`src/rtl/core_ma.sv`:
```
// Memory-access stage: consumes the EX/MEM entry, runs the data-bus load/store
// and presents the MEM/WB register, including the pending-load flag used by the bypass.
module core_ma #(
    parameter bit MISALIGN_CHECK = 1'b1
) (
    input  logic        clk,
    input  logic        rest,
    input  logic        em_valid,
    output logic        em_ready,
    input  logic [31:0] em_reg_data_mem_addr,
    input  logic [31:0] em_csr_data_mem_data,
    input  logic        em_mem_read,
    input  logic        em_mem_write,
    input  logic [2:0]  em_mem_op_type,
    input  logic [4:0]  em_rd,
    input  logic        em_reg_write,
    input  logic [11:0] em_csr,
    input  logic        em_csr_write,
    output logic        bus_req,
    input  logic        bus_ready,
    output logic        bus_write,
    output logic [31:0] bus_addr,
    output logic [31:0] bus_wdata,
    output logic [3:0]  bus_wstrb,
    input  logic        bus_rvalid,
    input  logic [31:0] bus_rdata,
    output logic        mw_valid,
    input  logic        mw_ready,
    output logic [4:0]  mw_rd,
    output logic        mw_reg_write,
    output logic [31:0] mw_reg_write_data,
    output logic        mw_mem_data_valid,
    output logic [11:0] mw_csr,
    output logic        mw_csr_write,
    output logic [31:0] mw_csr_data,
    output logic        ma_exc_valid,
    output logic [31:0] ma_exc_cause,
    output logic [31:0] ma_exc_addr
);

    typedef enum logic [1:0] {IDLE, REQ, WAIT_RD} state_t;

    state_t      state_q, state_d;
    logic [31:0] addr_q, addr_d, data_q, data_d;
    logic [2:0]  op_q, op_d;
    logic        load_q, load_d;
    logic        mw_valid_q, mw_valid_d, mw_reg_write_q, mw_reg_write_d;
    logic        mw_mdv_q, mw_mdv_d, mw_csr_write_q, mw_csr_write_d;
    logic [4:0]  mw_rd_q, mw_rd_d;
    logic [31:0] mw_wdata_q, mw_wdata_d, mw_csr_data_q, mw_csr_data_d;
    logic [11:0] mw_csr_q, mw_csr_d;
    logic        exc_valid_q, exc_valid_d;
    logic [31:0] exc_cause_q, exc_cause_d, exc_addr_q, exc_addr_d;
    logic        fire, is_mem, misalign;

    function automatic logic [31:0] load_ext(input logic [31:0] rdata, input logic [1:0] off,
                                             input logic [2:0] op);
        logic [31:0] s;
        s = rdata >> {off, 3'b000};
        case (op[1:0])
            2'b00:   load_ext = op[2] ? {24'h0, s[7:0]} : {{24{s[7]}}, s[7:0]};
            2'b01:   load_ext = op[2] ? {16'h0, s[15:0]} : {{16{s[15]}}, s[15:0]};
            default: load_ext = s;
        endcase
    endfunction

    function automatic logic [3:0] lane_strb(input logic [1:0] off, input logic [2:0] op);
        case (op[1:0])
            2'b00:   lane_strb = 4'b0001 << off;
            2'b01:   lane_strb = 4'b0011 << {off[1], 1'b0};
            default: lane_strb = 4'b1111;
        endcase
    endfunction

    function automatic logic [31:0] lane_data(input logic [31:0] d, input logic [2:0] op);
        case (op[1:0])
            2'b00:   lane_data = {4{d[7:0]}};
            2'b01:   lane_data = {2{d[15:0]}};
            default: lane_data = d;
        endcase
    endfunction

    function automatic logic [31:0] align_addr(input logic [31:0] a, input logic [2:0] op);
        case (op[1:0])
            2'b00:   align_addr = a;
            2'b01:   align_addr = {a[31:1], 1'b0};
            default: align_addr = {a[31:2], 2'b00};
        endcase
    endfunction

    assign em_ready = (state_q == IDLE) && (!mw_valid_q || mw_ready);
    assign fire     = em_valid && em_ready;
    assign is_mem   = em_mem_read || em_mem_write;
    assign misalign = ((em_mem_op_type[1:0] == 2'b01) && em_reg_data_mem_addr[0]) ||
                      (em_mem_op_type[1] && (em_reg_data_mem_addr[1:0] != 2'b00));

    always_comb begin
        state_d        = state_q;
        addr_d         = addr_q;
        data_d         = data_q;
        op_d           = op_q;
        load_d         = load_q;
        mw_valid_d     = mw_valid_q && !mw_ready;
        mw_rd_d        = mw_rd_q;
        mw_reg_write_d = mw_reg_write_q;
        mw_wdata_d     = mw_wdata_q;
        mw_mdv_d       = mw_mdv_q;
        mw_csr_d       = mw_csr_q;
        mw_csr_write_d = mw_csr_write_q;
        mw_csr_data_d  = mw_csr_data_q;
        exc_valid_d    = 1'b0;
        exc_cause_d    = exc_cause_q;
        exc_addr_d     = exc_addr_q;
        case (state_q)
            IDLE: begin
                if (fire && !is_mem) begin
                    mw_valid_d     = 1'b1;
                    mw_rd_d        = em_rd;
                    mw_reg_write_d = em_reg_write;
                    mw_wdata_d     = em_reg_data_mem_addr;
                    mw_mdv_d       = 1'b1;
                    mw_csr_d       = em_csr;
                    mw_csr_write_d = em_csr_write;
                    mw_csr_data_d  = em_csr_data_mem_data;
                end else if (fire && misalign && MISALIGN_CHECK) begin
                    mw_valid_d     = 1'b1;
                    mw_rd_d        = em_rd;
                    mw_reg_write_d = 1'b0;
                    mw_csr_write_d = 1'b0;
                    mw_mdv_d       = 1'b1;
                    exc_valid_d    = 1'b1;
                    exc_cause_d    = em_mem_read ? 32'd4 : 32'd6;
                    exc_addr_d     = em_reg_data_mem_addr;
                end else if (fire) begin
                    addr_d  = align_addr(em_reg_data_mem_addr, em_mem_op_type);
                    data_d  = em_csr_data_mem_data;
                    op_d    = em_mem_op_type;
                    load_d  = em_mem_read;
                    state_d = REQ;
                    // Publish the load's destination now so the bypass sees the hazard.
                    if (em_mem_read) begin
                        mw_rd_d        = em_rd;
                        mw_reg_write_d = em_reg_write;
                        mw_csr_d       = em_csr;
                        mw_csr_write_d = 1'b0;
                        mw_mdv_d       = 1'b0;
                    end
                end
            end
            REQ: begin
                if (bus_ready && load_q) begin
                    state_d = WAIT_RD;
                end else if (bus_ready) begin
                    state_d        = IDLE;
                    mw_valid_d     = 1'b1;
                    mw_reg_write_d = 1'b0;
                    mw_csr_write_d = 1'b0;
                    mw_mdv_d       = 1'b1;
                end
            end
            WAIT_RD: begin
                if (bus_rvalid) begin
                    state_d    = IDLE;
                    mw_valid_d = 1'b1;
                    mw_wdata_d = load_ext(bus_rdata, addr_q[1:0], op_q);
                    mw_mdv_d   = 1'b1;
                end
            end
            default: state_d = IDLE;
        endcase
    end

    always_ff @(posedge clk) begin
        if (rest) begin
            state_q        <= IDLE;
            addr_q         <= '0;
            data_q         <= '0;
            op_q           <= '0;
            load_q         <= 1'b0;
            mw_valid_q     <= 1'b0;
            mw_rd_q        <= '0;
            mw_reg_write_q <= 1'b0;
            mw_wdata_q     <= '0;
            mw_mdv_q       <= 1'b1;
            mw_csr_q       <= '0;
            mw_csr_write_q <= 1'b0;
            mw_csr_data_q  <= '0;
            exc_valid_q    <= 1'b0;
            exc_cause_q    <= '0;
            exc_addr_q     <= '0;
        end else begin
            state_q        <= state_d;
            addr_q         <= addr_d;
            data_q         <= data_d;
            op_q           <= op_d;
            load_q         <= load_d;
            mw_valid_q     <= mw_valid_d;
            mw_rd_q        <= mw_rd_d;
            mw_reg_write_q <= mw_reg_write_d;
            mw_wdata_q     <= mw_wdata_d;
            mw_mdv_q       <= mw_mdv_d;
            mw_csr_q       <= mw_csr_d;
            mw_csr_write_q <= mw_csr_write_d;
            mw_csr_data_q  <= mw_csr_data_d;
            exc_valid_q    <= exc_valid_d;
            exc_cause_q    <= exc_cause_d;
            exc_addr_q     <= exc_addr_d;
        end
    end

    // Bus outputs are decoded from the latched request and read as zero outside REQ.
    assign bus_req   = (state_q == REQ);
    assign bus_write = bus_req && !load_q;
    assign bus_addr  = bus_req ? {addr_q[31:2], 2'b00} : 32'h0;
    assign bus_wstrb = bus_req ? lane_strb(addr_q[1:0], op_q) : 4'h0;
    assign bus_wdata = bus_req ? lane_data(data_q, op_q) : 32'h0;

    assign mw_valid          = mw_valid_q;
    assign mw_rd             = mw_rd_q;
    assign mw_reg_write      = mw_reg_write_q;
    assign mw_reg_write_data = mw_wdata_q;
    assign mw_mem_data_valid = mw_mdv_q;
    assign mw_csr            = mw_csr_q;
    assign mw_csr_write      = mw_csr_write_q;
    assign mw_csr_data       = mw_csr_data_q;
    assign ma_exc_valid      = exc_valid_q;
    assign ma_exc_cause      = exc_cause_q;
    assign ma_exc_addr       = exc_addr_q;

endmodule

```
`config.mk`:
```
export PLATFORM = sky130hd
export DESIGN_NAME = core_ma
export DESIGN_NICKNAME = d
export VERILOG_FILES = /design/src/rtl/core_ma.sv
export SDC_FILE = /design/constraint.sdc
export NUM_CORES = 1
export LEC_CHECK = 0
export CAP_MARGIN = 10
export CORE_MARGIN = 2
export CORE_UTILIZATION = 40
export DETAILED_ROUTE_END_ITERATION = 12
export GPL_TIMING_DRIVEN = 0
export PLACE_DENSITY = 0.81
export SLEW_MARGIN = 10
export SYNTH_ARGS = -nofsm -noshare
export SYNTH_HDL_FRONTEND = slang
export SYNTH_SLANG_ARGS = --single-unit
```
`constraint.sdc`:
```
create_clock -name clk -period 2.3 [get_ports clk]
set_clock_uncertainty 0.1 [all_clocks]
set_input_delay 0.345 -clock clk [delete_from_list [all_inputs] [get_ports clk]]
set_output_delay 0.345 -clock clk [all_outputs]
set_load 0.05 [all_outputs]
```
==> results.md <==
- Run status: finished clean
- Slew Viols, Final: 0
- CTS root buffer: clkbuf_16
- Slew margin rel.: 46.9%
- Clk buf depth: 2
- Synth area leaders: dfxtp_1, nand2_1, a21oi_1, mux2i_1, and2_1
- Average size of a mapped cell: between 7 and 8 um^2
- Starting DRT DRC Count: approximately 700
- Synth Cell Area: 8760 um^2
- Sequential share of the synthesized area: between 40% and 50%
- Clk Latency, worst-skew pair: between 0.4 and 0.5 ns
- Worst Max-Slew Pin Slew: about 0.8 ns
- Crit path buf inv count: 2
- Dominant cell type by area after synthesis: dfxtp_1
- Non-Filler Instances: approximately 1,800
- Worst IR Drop VDD: between 0.5 and 0.6 mV
- Via Count: 9,348
- Yosys warns: 0
- CP Launch Type: flop
- Arrival @ worst endpoint: between 1.5 and 2 ns
- DR WL met3: 2.88 mm
- Wirelength, routed: between 30 and 40 mm
- CP Capture Point: bus_wdata[9]
- Worst r2r path cells: 10
- Mapped Cells: about 1,100
- # DRC: 0
- Crit Path Max Fanout: 10
- TritonCTS clock tree: done
- Largest net degree at the start of global routing: 21
- Reg2reg setup slack: approximately 0.05 ns
- Synth top area share: between 40 and 50%
- Critical path class: flop to primary output
- Clock slew at reported path FFs: ~0.080 ns
- DP HPWL: between 20 and 25 mm
- All-Layer GR Usage: 27.4%
- Share of cells above drive strength 1: approximately 17%
- Overflow after GRT: 0
- Main synth FF type: dfxtp_1
- Core area: about 22,000 um^2
- GPL Wtd Cong: 0.939
- Die extent in y: 152 um
- WL/cell: 18.3 um
- Critical Path Start: op_q[0]
- FMAX: 0.440 GHz
- CP max-delay cell: dfxtp_2
- Total CTS buffers: 17
- First-pass GRT wire length: approximately 50 mm
- Number of flops mapped to enable cells by yosys: 0
- Final setup violation count: 0
- Vias per Instance: approximately 5.2
- Metal1 wirelength: roughly 13 mm
- # port buffers: about 310
- Placed cells: 1,749
- Area growth syn-to-layout: 52.4%
- Reg-to-Reg End: mw_reg_write_data[30]
- Initial core utilization: about two fifths
- Hold violation count in the final report: 0
- Antenna viol nets, final: 0
- Initial antenna violation count: 1
- Worst slack at placement: -1.34 ns
- CTS hold repair buffers: 0
- Nets: ~1,600
- Async SR Flop Fraction: 0%
- Final min period: about 2.3 ns
- Power Density: 787 nW/um^2
- Final WS setup: ~0.026 ns
- Fin Hold WS: approximately 0.24 ns
- Max stage delay on crit path: 0.36 ns
- Unique masters post-synth: 50
- Top sig layer: met4
- Sink Count: 190
- Finished Core Util: between 60% and 70%
- Met2 routed WL: approximately 16 mm
- Die area: 23,100 um^2
- LEAKAGE: approximately 5.2 nW
- Worst Setup End Kind: primary output
- Largest delay share family, worst path: buffers and inverters
- CP Depth: 5
- Tightest Hold Check Type: primary input to flop
- Max cap viols: 0
- # IOs: ~350
- H-tree Lvls: 4
- # rows: 54
- Drt first pass iters: 6
- Part of the cycle the worst path needs: slightly below 100%
- CP Cell Sequence: buf_6 > nor2_4 > nand2_1 > a21boi_2 > buf_2
- R2r startpoint: state_q[0]
- Req. time, crit path: 1.86 ns
- Die Wd: about 150 um
- Number of synthesized register bits: 190
- Number of global-route vias before repair: approximately 9,000
[worst min path at each step]
stage               slack, ns             end  depth (start not counted)                    start
floorplan                0.33      addr_q[10]                          2               addr_q[10]
global route             0.25       addr_q[1]                          3  em_reg_data_mem_addr[1]
finish                   0.24  ma_exc_addr[1]                          3  em_reg_data_mem_addr[1]
detailed placement       0.34      addr_q[15]                          2               addr_q[15]
CTS                      0.32          load_q                          3              em_mem_read
global placement         0.34       addr_q[4]                          2                addr_q[4]
[cell type report]
class	instances	area, um^2
Timing Repair Buffer	330	3160
Fill cell	1923	8330
Tap cell	280	350
Antenna cell	2	5.00
Sequential cell	190	3810
Multi-Input combinational cell	844	4650
Clock buffer	18	439
Inverter	4	20.0
Clock inverter	14	186
Buffer	111	732
[where the power goes]
part / switching (mW) / internal (mW) / leakage (nW) / total [mW]
Sequential: 0.194 / 3.60 / 1.55 / 3.79
Clock: 1.54 / 1.61 / 0.305 / 3.15
Combinational: 2.26 / 1.32 / 3.37 / 3.58
[cells in the mapped netlist (3+ instances only)]
| cell type | n |
|---|---|
| nor2b_1 | 26 |
| inv_1 | 4 |
| o21ai_0 | 18 |
| buf_2 | 14 |
| nor2_1 | 30 |
| nand3_1 | 5 |
| a22o_1 | 16 |
| and2_1 | 48 |
| buf_1 | 3 |
| dfxtp_1 | 190 |
| a31oi_1 | 3 |
| mux2_2 | 9 |
| buf_4 | 33 |
| nand2b_1 | 5 |
| ha_1 | 5 |
| a21boi_0 | 8 |
| mux2i_1 | 39 |
| o211ai_1 | 3 |
| a21o_1 | 23 |
| buf_6 | 4 |
| o21a_1 | 4 |
| a32o_1 | 7 |
| a21oi_1 | 182 |
| clkbuf_1 | 64 |
| a211oi_1 | 17 |
| nand2_1 | 334 |
[through the flow]
| step | area [um^2] | setup TNS [ns] | power (mW) |
|---|---|---|---|
| final | 13400 | 0 | 10.5 |
| after global routing | 13400 | -0.124 | 10.9 |
| after CTS | 13100 | 0 | 10.4 |
| after detailed placement | 12400 | -191.75 | 7.13 |
| after global placement | 12400 | -183.81 | 7.09 |
| after floorplan | 8950 | 0 | 5.93 |
[worst register-to-register path, delay by kind of cell, from the launching register on]
kind / cells / cell delay [ns]
DFF: 1 / 0.37
AOI/OAI and AO/OA: 2 / 0.44
buffers and inverters: 4 / 0.54
adders and majority gates: 1 / 0.17
and+or+nand+nor: 3 / 0.53
[repair_timing]
action                                 4_1_cts  5_1_grt
pin swaps                                    2        3
cloned                                       2        1
resized for setup                          442       71
buffers inserted                             7        7
setup endpoints to repair                  246      189
endpoints found under the hold margin        0        0
[state kept, by name, indices dropped and copies added (netlist names)]
signal / count
data_q: 32
ma_exc_addr: 32
state_q: 2
mw_csr_data: 32
op_q: 3
mw_csr: 12
mw_rd: 5
mw_csr_write: 1
load_q: 1
ma_exc_valid: 1
mw_reg_write_data: 32
addr_q: 32
mw_valid: 1
mw_reg_write: 1
ma_exc_cause: 2
mw_mem_data_valid: 1
[cells in the final DEF, fill, tap and decap left out, types with 7 or more instances in the layout]
cell type        instances
a21boi_2                 8
dfxtp_1                185
nor2b_1                 17
mux2i_1                 38
buf_8                   11
o21ai_0                 16
nor2b_2                  9
a21oi_1                181
and2_4                   9
buf_2                   33
clkbuf_4                25
conb_1                  32
clkdlybuf4s50_1        241
buf_4                   63
a22o_1                  16
a21o_1                  23
and2_1                  38
clkbuf_1                40
a32o_1                   7
mux2_2                   9
a211oi_1                15
nand2_1                333
nor2_1                  27
clkbuf_16               19
[cell families (layout without fill, tap and decap cells)]
family / count (synthesis) / count (layout) / share of synthesized area (%)
compound gates: 292 / 292 / 19.9
fa+ha+maj: 5 / 5 / 0.714
buf+inv: 122 / 477 / 7.18
flops: 190 / 190 / 43.4
mux: 48 / 48 / 5.61
other cells: 1 / 34 / 0.0428
simple gates: 467 / 467 / 23.1
[metal layers]
layer	vias up	GRT usage, %
met5	-	0
met1	4381	34.0
li1	4455	-
met4	0	10.5
met3	77	7.30
met2	435	45.5
(Power assumes the default switching activity.)
